==> config.mk <==
export PLATFORM = sky130hd
export DESIGN_NAME = sound_dac_multi
export DESIGN_NICKNAME = d
export VERILOG_FILES = /design/src/rtl/sound_dac_multi.sv
export SDC_FILE = /design/constraint.sdc
export NUM_CORES = 1
export LEC_CHECK = 0
export CORE_MARGIN = 10
export CORE_UTILIZATION = 63
export CTS_CLUSTER_DIAMETER = 40
export DETAILED_ROUTE_END_ITERATION = 10
export GPL_ROUTABILITY_DRIVEN = 0
export PLACE_DENSITY = 0.85
export SYNTH_ARGS = -nofsm -noshare
export SYNTH_HDL_FRONTEND = slang
export SYNTH_SLANG_ARGS = --single-unit
==> constraint.sdc <==
create_clock -name CLK_BASE -period 4.1 [get_ports CLK_BASE]
set_clock_uncertainty 0.15 [all_clocks]
set_input_delay 0.615 -clock CLK_BASE [delete_from_list [all_inputs] [get_ports CLK_BASE]]
set_output_delay 0.615 -clock CLK_BASE [all_outputs]
set_load 0.005 [all_outputs]
==> src/rtl/sound_dac_multi.sv <==
// Multi-channel sigma-delta audio DAC: per-channel ready/valid double buffer feeding a 1-bit modulator.
// Define SOUND_DAC_ORDER2_EN to build second-order modulators instead of the default first-order ones.
module sound_dac_multi #(
   parameter int CHANNELS = 2,
   parameter int WIDTH    = 16,
   parameter int CLK_DIV  = 5
) (
   input  logic                         CLK_BASE,
   input  logic                         RESET_n,
   input  logic [CHANNELS*WIDTH-1:0]    IN_DATA,
   input  logic [CHANNELS-1:0]          IN_VALID,
   output logic [CHANNELS-1:0]          IN_READY,
   input  logic                         MUTE,
   output logic                         DAC_TICK,
   output logic [CHANNELS-1:0]          OUT
);

   localparam int            CW      = (CLK_DIV > 2) ? $clog2(CLK_DIV) : 1;
   localparam logic [CW-1:0] DIV_MAX = CW'(CLK_DIV - 1);

   logic [CW-1:0] div_q;
   logic [CW-1:0] div_d;

   always_comb begin
      div_d = div_q - 1'b1;
      if (div_q == '0) div_d = DIV_MAX;
   end

   always_ff @(posedge CLK_BASE or negedge RESET_n) begin
      if (!RESET_n) div_q <= DIV_MAX;
      else          div_q <= div_d;
   end

   // The reset value is never zero (CLK_DIV >= 2), so DAC_TICK is low throughout reset.
   assign DAC_TICK = (div_q == '0);

`ifdef SOUND_DAC_ORDER2_EN
   localparam int                   EW      = WIDTH + 4;
   localparam logic signed [EW:0]   SAT_HI  = (EW+1)'((1 << (WIDTH + 2)) - 1);
   localparam logic signed [EW:0]   SAT_LO  = -SAT_HI;
   localparam logic signed [EW:0]   FB_MAG  = (EW+1)'(1 << (WIDTH - 1));

   function automatic logic signed [EW-1:0] sat_e(input logic signed [EW:0] v);
      logic signed [EW:0] r;
      r = v;
      if (v > SAT_HI) r = SAT_HI;
      if (v < SAT_LO) r = SAT_LO;
      return $signed(r[EW-1:0]);
   endfunction
`else
   localparam logic [WIDTH-1:0] MSB_MASK = {1'b1, {(WIDTH-1){1'b0}}};
`endif

   for (genvar c = 0; c < CHANNELS; c++) begin : g_ch
      logic signed [WIDTH-1:0] stage_q;
      logic signed [WIDTH-1:0] active_q;
      logic                    full_q;
      logic                    out_q;
      logic                    accept;
      logic signed [WIDTH-1:0] x;

      assign accept = IN_VALID[c] && !full_q;

      // Accept and transfer are exclusive: accept requires full_q == 0, transfer requires full_q == 1.
      always_ff @(posedge CLK_BASE or negedge RESET_n) begin
         if (!RESET_n) begin
            stage_q  <= '0;
            active_q <= '0;
            full_q   <= 1'b0;
         end else if (accept) begin
            stage_q  <= $signed(IN_DATA[c*WIDTH +: WIDTH]);
            full_q   <= 1'b1;
         end else if (DAC_TICK && full_q) begin
            active_q <= stage_q;
            full_q   <= 1'b0;
         end
      end

      assign x = MUTE ? '0 : active_q;

`ifdef SOUND_DAC_ORDER2_EN
      logic signed [EW-1:0] e1_q;
      logic signed [EW-1:0] e2_q;
      logic signed [EW-1:0] e1_d;
      logic signed [EW-1:0] e2_d;
      logic signed [EW:0]   fb;
      logic signed [EW:0]   s1;
      logic signed [EW:0]   s2;

      always_comb begin
         fb   = out_q ? FB_MAG : -FB_MAG;
         s1   = $signed({e1_q[EW-1], e1_q}) + $signed({{(EW+1-WIDTH){x[WIDTH-1]}}, x}) - fb;
         e1_d = sat_e(s1);
         s2   = $signed({e2_q[EW-1], e2_q}) + $signed({e1_d[EW-1], e1_d}) - fb;
         e2_d = sat_e(s2);
      end

      always_ff @(posedge CLK_BASE or negedge RESET_n) begin
         if (!RESET_n) begin
            e1_q  <= '0;
            e2_q  <= '0;
            out_q <= 1'b0;
         end else if (DAC_TICK) begin
            e1_q  <= e1_d;
            e2_q  <= e2_d;
            out_q <= ~e2_d[EW-1];
         end
      end
`else
      logic [WIDTH-1:0] acc_q;
      logic [WIDTH:0]   acc_d;
      logic [WIDTH-1:0] u;

      // Offset-binary input; the carry out of the accumulator is the output bit.
      always_comb begin
         u     = x ^ MSB_MASK;
         acc_d = {1'b0, acc_q} + {1'b0, u};
      end

      always_ff @(posedge CLK_BASE or negedge RESET_n) begin
         if (!RESET_n) begin
            acc_q <= '0;
            out_q <= 1'b0;
         end else if (DAC_TICK) begin
            acc_q <= acc_d[WIDTH-1:0];
            out_q <= acc_d[WIDTH];
         end
      end
`endif

      assign IN_READY[c] = ~full_q;
      assign OUT[c]      = out_q;
   end

endmodule

-- After elaboration in Yosys (flattened, before gate mapping)
Cells that the tools add are included.
Widths: inputs -> output; s select.
- bits in registers: 103
- input port bits: 37
- output and inout bits: 5
- logic and storage cells: 38
- add/subtract/negate cells: 3
- muxes and demuxes: 7
- bitwise logic cells: 6
- reductions and logical operators: 11
- operators by type and width (operator ; count):
    $add 16x16->17 ; 2
    $mux 16 ; 2
    $not 1->1 ; 6
    $logic_and 1x1->1 ; 4
    $mux 1 ; 4
    $reduce_and 2->1 ; 2
    $reduce_bool 2->1 ; 2
    $logic_not 3->1 ; 1
    $mux 3 ; 1
    $sub 3x1->3 const B ; 1
    $logic_not 1->1 ; 2

-- Longest topological paths before layout
- depth after elaboration: 4
- depth in mapped cells: 9

-- Least setup slack after synthesis
Ideal clock, no wire load.
- path kind: input -> register
- start point: input MUTE
- end point: register g_ch[1].acc_q[10]
- library setup time: 125 ps
- arrival: 2729 ps
- required time: 3825 ps
- slack: 1096 ps
- stages: 9
- buffers on the path: 1
- cells stage by stage: clkbuf_1 > nor2b_1 > ha_1 > fa_1 > a211oi_1 > o211ai_1 > a41oi_1 > xnor2_1 > mux2_2
- longest elaborated chain between the ends: 2
- RTL lines (element ; line ; RTL):
    start, declared ; 13 ; input logic MUTE,
    $mux 16 ; 79 ; assign x = MUTE ? '0 : active_q;
    $add 16x16->17 ; 117 ; acc_d = {1'b0, acc_q} + {1'b0, u};
    end signal, assigned ; 125 ; acc_q <= acc_d[WIDTH-1:0];
    end, declared ; 110 ; logic [WIDTH-1:0] acc_q;
Every way passes these cells.
A chain may end at the register's enable or synchronous reset.

-- Worst setup path after layout
Same ends and word-level chain as after synthesis.

==> results.cfg <==
[clock_network]
cts.htree.levels = 3
numCtsBuffers = 9
postCtsSetupRepairBufs = 0
cts_root_buf = clkbuf_8
ctsResizeCount = 0
cts_hold_buf = 0
clk_latency_ns = 0.37
cts.sinks = 103
cts_tree = done
path_clk_slew_ns = 0.10
clock_path_buffers = 2

[sta]
rsz0062_at_grt = no
fin_setup_tns_ns = 0
hold_viol = 0
fin_crit_ns = 3.53
tightest_slew_ns = 0.685
setup_viol_count_final = 0
relSlewSlack = 0.542
max_freq_ghz = 0.283
period_share = 0.861
setup_slack_ns = 0.569
slew_violations = 0

[power]
p_leak_nw = 2.80
p_int_w = 0.00275
p_sw_frac = 0.358
p_clk_frac = 0.194
p_switching_w = 0.00154
p_seq_frac = 0.370
pwr-share-comb = 0.437
p_per_area_mw_per_mm2 = 670
vdd_drop_max_mv = 0.275

[yosys]
synth_top_area_share = 0.455
synth_xor_area_frac = 0.0172
yosys-top-cells-area = dfrtp_1 46%, mux2_2 16%, ha_1 7.4%, nor2b_1 3.8%, a21o_1 2.5%
synthesis.nets = 569
synth_fa_ha_area_frac = 0.0808
yosysTopAreaCell = dfrtp_1
synth_area_per_cell_um2 = 11.3
synth_ff_type = dfrtp_1
synth_simple_gate_area_share = 0.121
syn-cell-area_mm2 = 0.00560
async_reset_ff_frac = 1.00
yosys_warnings = 0
synthCells = 497
synth_seq_cells = 103
synth-compound-area-share = 0.136
synth_top_family_by_area = multiplexers
muxShareOfSynthArea = 0.160
synth_cell_types = 50
yosysMostFrequentCell = dfrtp_1
synth_edf_count = 0
ys_seq_area_frac = 0.460
synth_commonest_cells = 102 x dfrtp_1, 78 x mux2_2, 34 x nor2b_1

[drt]
routed_wl_mm = 11.8
first_pass_iters = 5
wl_per_cell_um = 18.1
routed.top_layer = met4
route.met2.wl_mm = 5.85
drtIter0Drc = 248
wl_met3_um = 576
via_per_inst = 6.21
drcViolationCount = 0
num_vias = 4030
postRouteAntennaNets = 0
m1WireLength_mm = 5.08

[floorplan]
core_mm2 = 0.00868
dieHeight_um = 114
dieArea_mm2 = 0.0131
dieWidth_um = 114
rows = 34
io_pins = 42
start_util = 0.646

[setup_path]
ff2ff_setup_slack_ns = 1.19
critPathMaxStageDelay_ns = 0.81
arrival_ns = 3.64
required_ns = 4.21
worstSetupPathType = in2reg
endpoint_kind = flop
cp_max_fo = 12
cp_cell_sequence = clkdlybuf4s50_1 > nor2b_1 > ha_1 > fa_1 > a211oi_1 > o211ai_1 > a41oi_1 > xnor2_1 > mux2_2
reg2regPathDepth = 8
crit_path_start_kind = primary input
slowest_stage = clkdlybuf4s50_1

[min_path]
hp-class = in2async

[cells_and_area]
final_nets = 608
diodes = 0
utilization = 0.737
fin_area_mm2 = 0.00640
layout-area-overhead-vs-synth_pct = 14.2
drive_gt1_frac = 0.207

[placed_design]
dp_slack_ns = 0.230
detailedPlacementHpwl_mm = 8.24
dpl_cell_area_mm2 = 0.00613
portBuffers = 41

[grt]
grt_pass1_wl_mm = 19.7
grt_max_degree = 40
grt_use_total = 0.184
overflow = 0
grt_antenna_before_repair = 0
first_global_vias = 4098

[job]
drv_cap = 0

[outcome]
status = finished, final reports clean
[routing by layer]
layer,track usage,up-vias
met2,0.306,148
li1,-,1888
met1,0.235,1969
met5,0,-
met3,0.0278,25
met4,0.0735,0
[stage by stage]
step / hold slack [ns] / power [W] / cells
4_1_cts: 0.0243 / 0.00428 / 649
5_1_grt: 0.0349 / 0.00457 / 649
3_3_place_gp: 0.287 / 0.00329 / 633
2_1_floorplan: 0.169 / 0.00297 / 497
3_5_place_dp: 0.299 / 0.00340 / 633
6_report: 0.0223 / 0.00429 / 649
[worst max-delay path, delay by kind of cell]
kind | cells | cell delay (ns)
simple gates | 1 | 0.10
compound gates | 3 | 1.04
fa+ha+maj | 2 | 0.67
buf+inv | 1 | 0.81
xor+xnor | 1 | 0.11
mux | 1 | 0.27
[kinds of logic (layout without fill, tap and decap cells)]
family                   after synthesis  after routing
adder cells (fa/ha/maj)               35             35
buffers and inverters                 35             79
AO/OA/AOI/OAI                        107            107
flip-flops                           103            103
multiplexers                          80             80
AND/OR/NAND/NOR                      126            126
XOR/XNOR                              11             11
[state kept, by name, summed over array words and instances (netlist names)]
| name | flops |
|---|---|
| g_ch.full_q | 2 |
| g_ch.acc_q | 32 |
| g_ch.stage_q | 32 |
| div_q | 3 |
| g_ch.active_q | 32 |
| g_ch.out_q | 2 |
[final cells by class]
type | instances | area (um2)
sequential | 103 | 2580
fill | 586 | 2280
timing repair buffer | 50 | 475
clock buffer | 11 | 141
inverter | 13 | 48.8
tap | 108 | 135
clock inverter | 5 | 129
multi-input combinational | 359 | 2890
[power by group through the flow]
stage,sequential (W),combinational (W),clock [W]
2_1_floorplan,0.00152,0.00145,0
3_3_place_gp,0.00158,0.00172,0
3_5_place_dp,0.00160,0.00181,0
4_1_cts,0.00158,0.00185,0.000850
5_1_grt,0.00163,0.00206,0.000886
6_report,0.00158,0.00187,0.000831
[layout by cell type, fill, tap and decap left out, drive strengths merged, types with 8 or more instances in the layout]
cell type,synthesis,final
nand4,9,9
mux2,78,78
nand2,29,29
dfrtp,102,102
inv,13,13
nor2b,34,34
nand3,8,8
nor2,15,15
clkdlybuf4s50,0,40
a21o,20,20
a21oi,20,20
a211oi,9,9
buf,3,10
o21ai,14,14
ha,33,33
xnor2,11,11
clkbuf,19,11
[worst paths after layout]
path,start,to
max in group asynchronous,RESET_n,g_ch[0].acc_q[1]
setup / recovery,MUTE,g_ch[1].acc_q[10]
hold reg to reg,div_q[0],div_q[0]
min in group CLK_BASE,div_q[0],div_q[0]
hold / removal,RESET_n,g_ch[0].stage_q[7]
setup reg to reg,g_ch[1].active_q[0],g_ch[1].acc_q[10]
No activity file was read; power rests on OpenSTA's default activity.
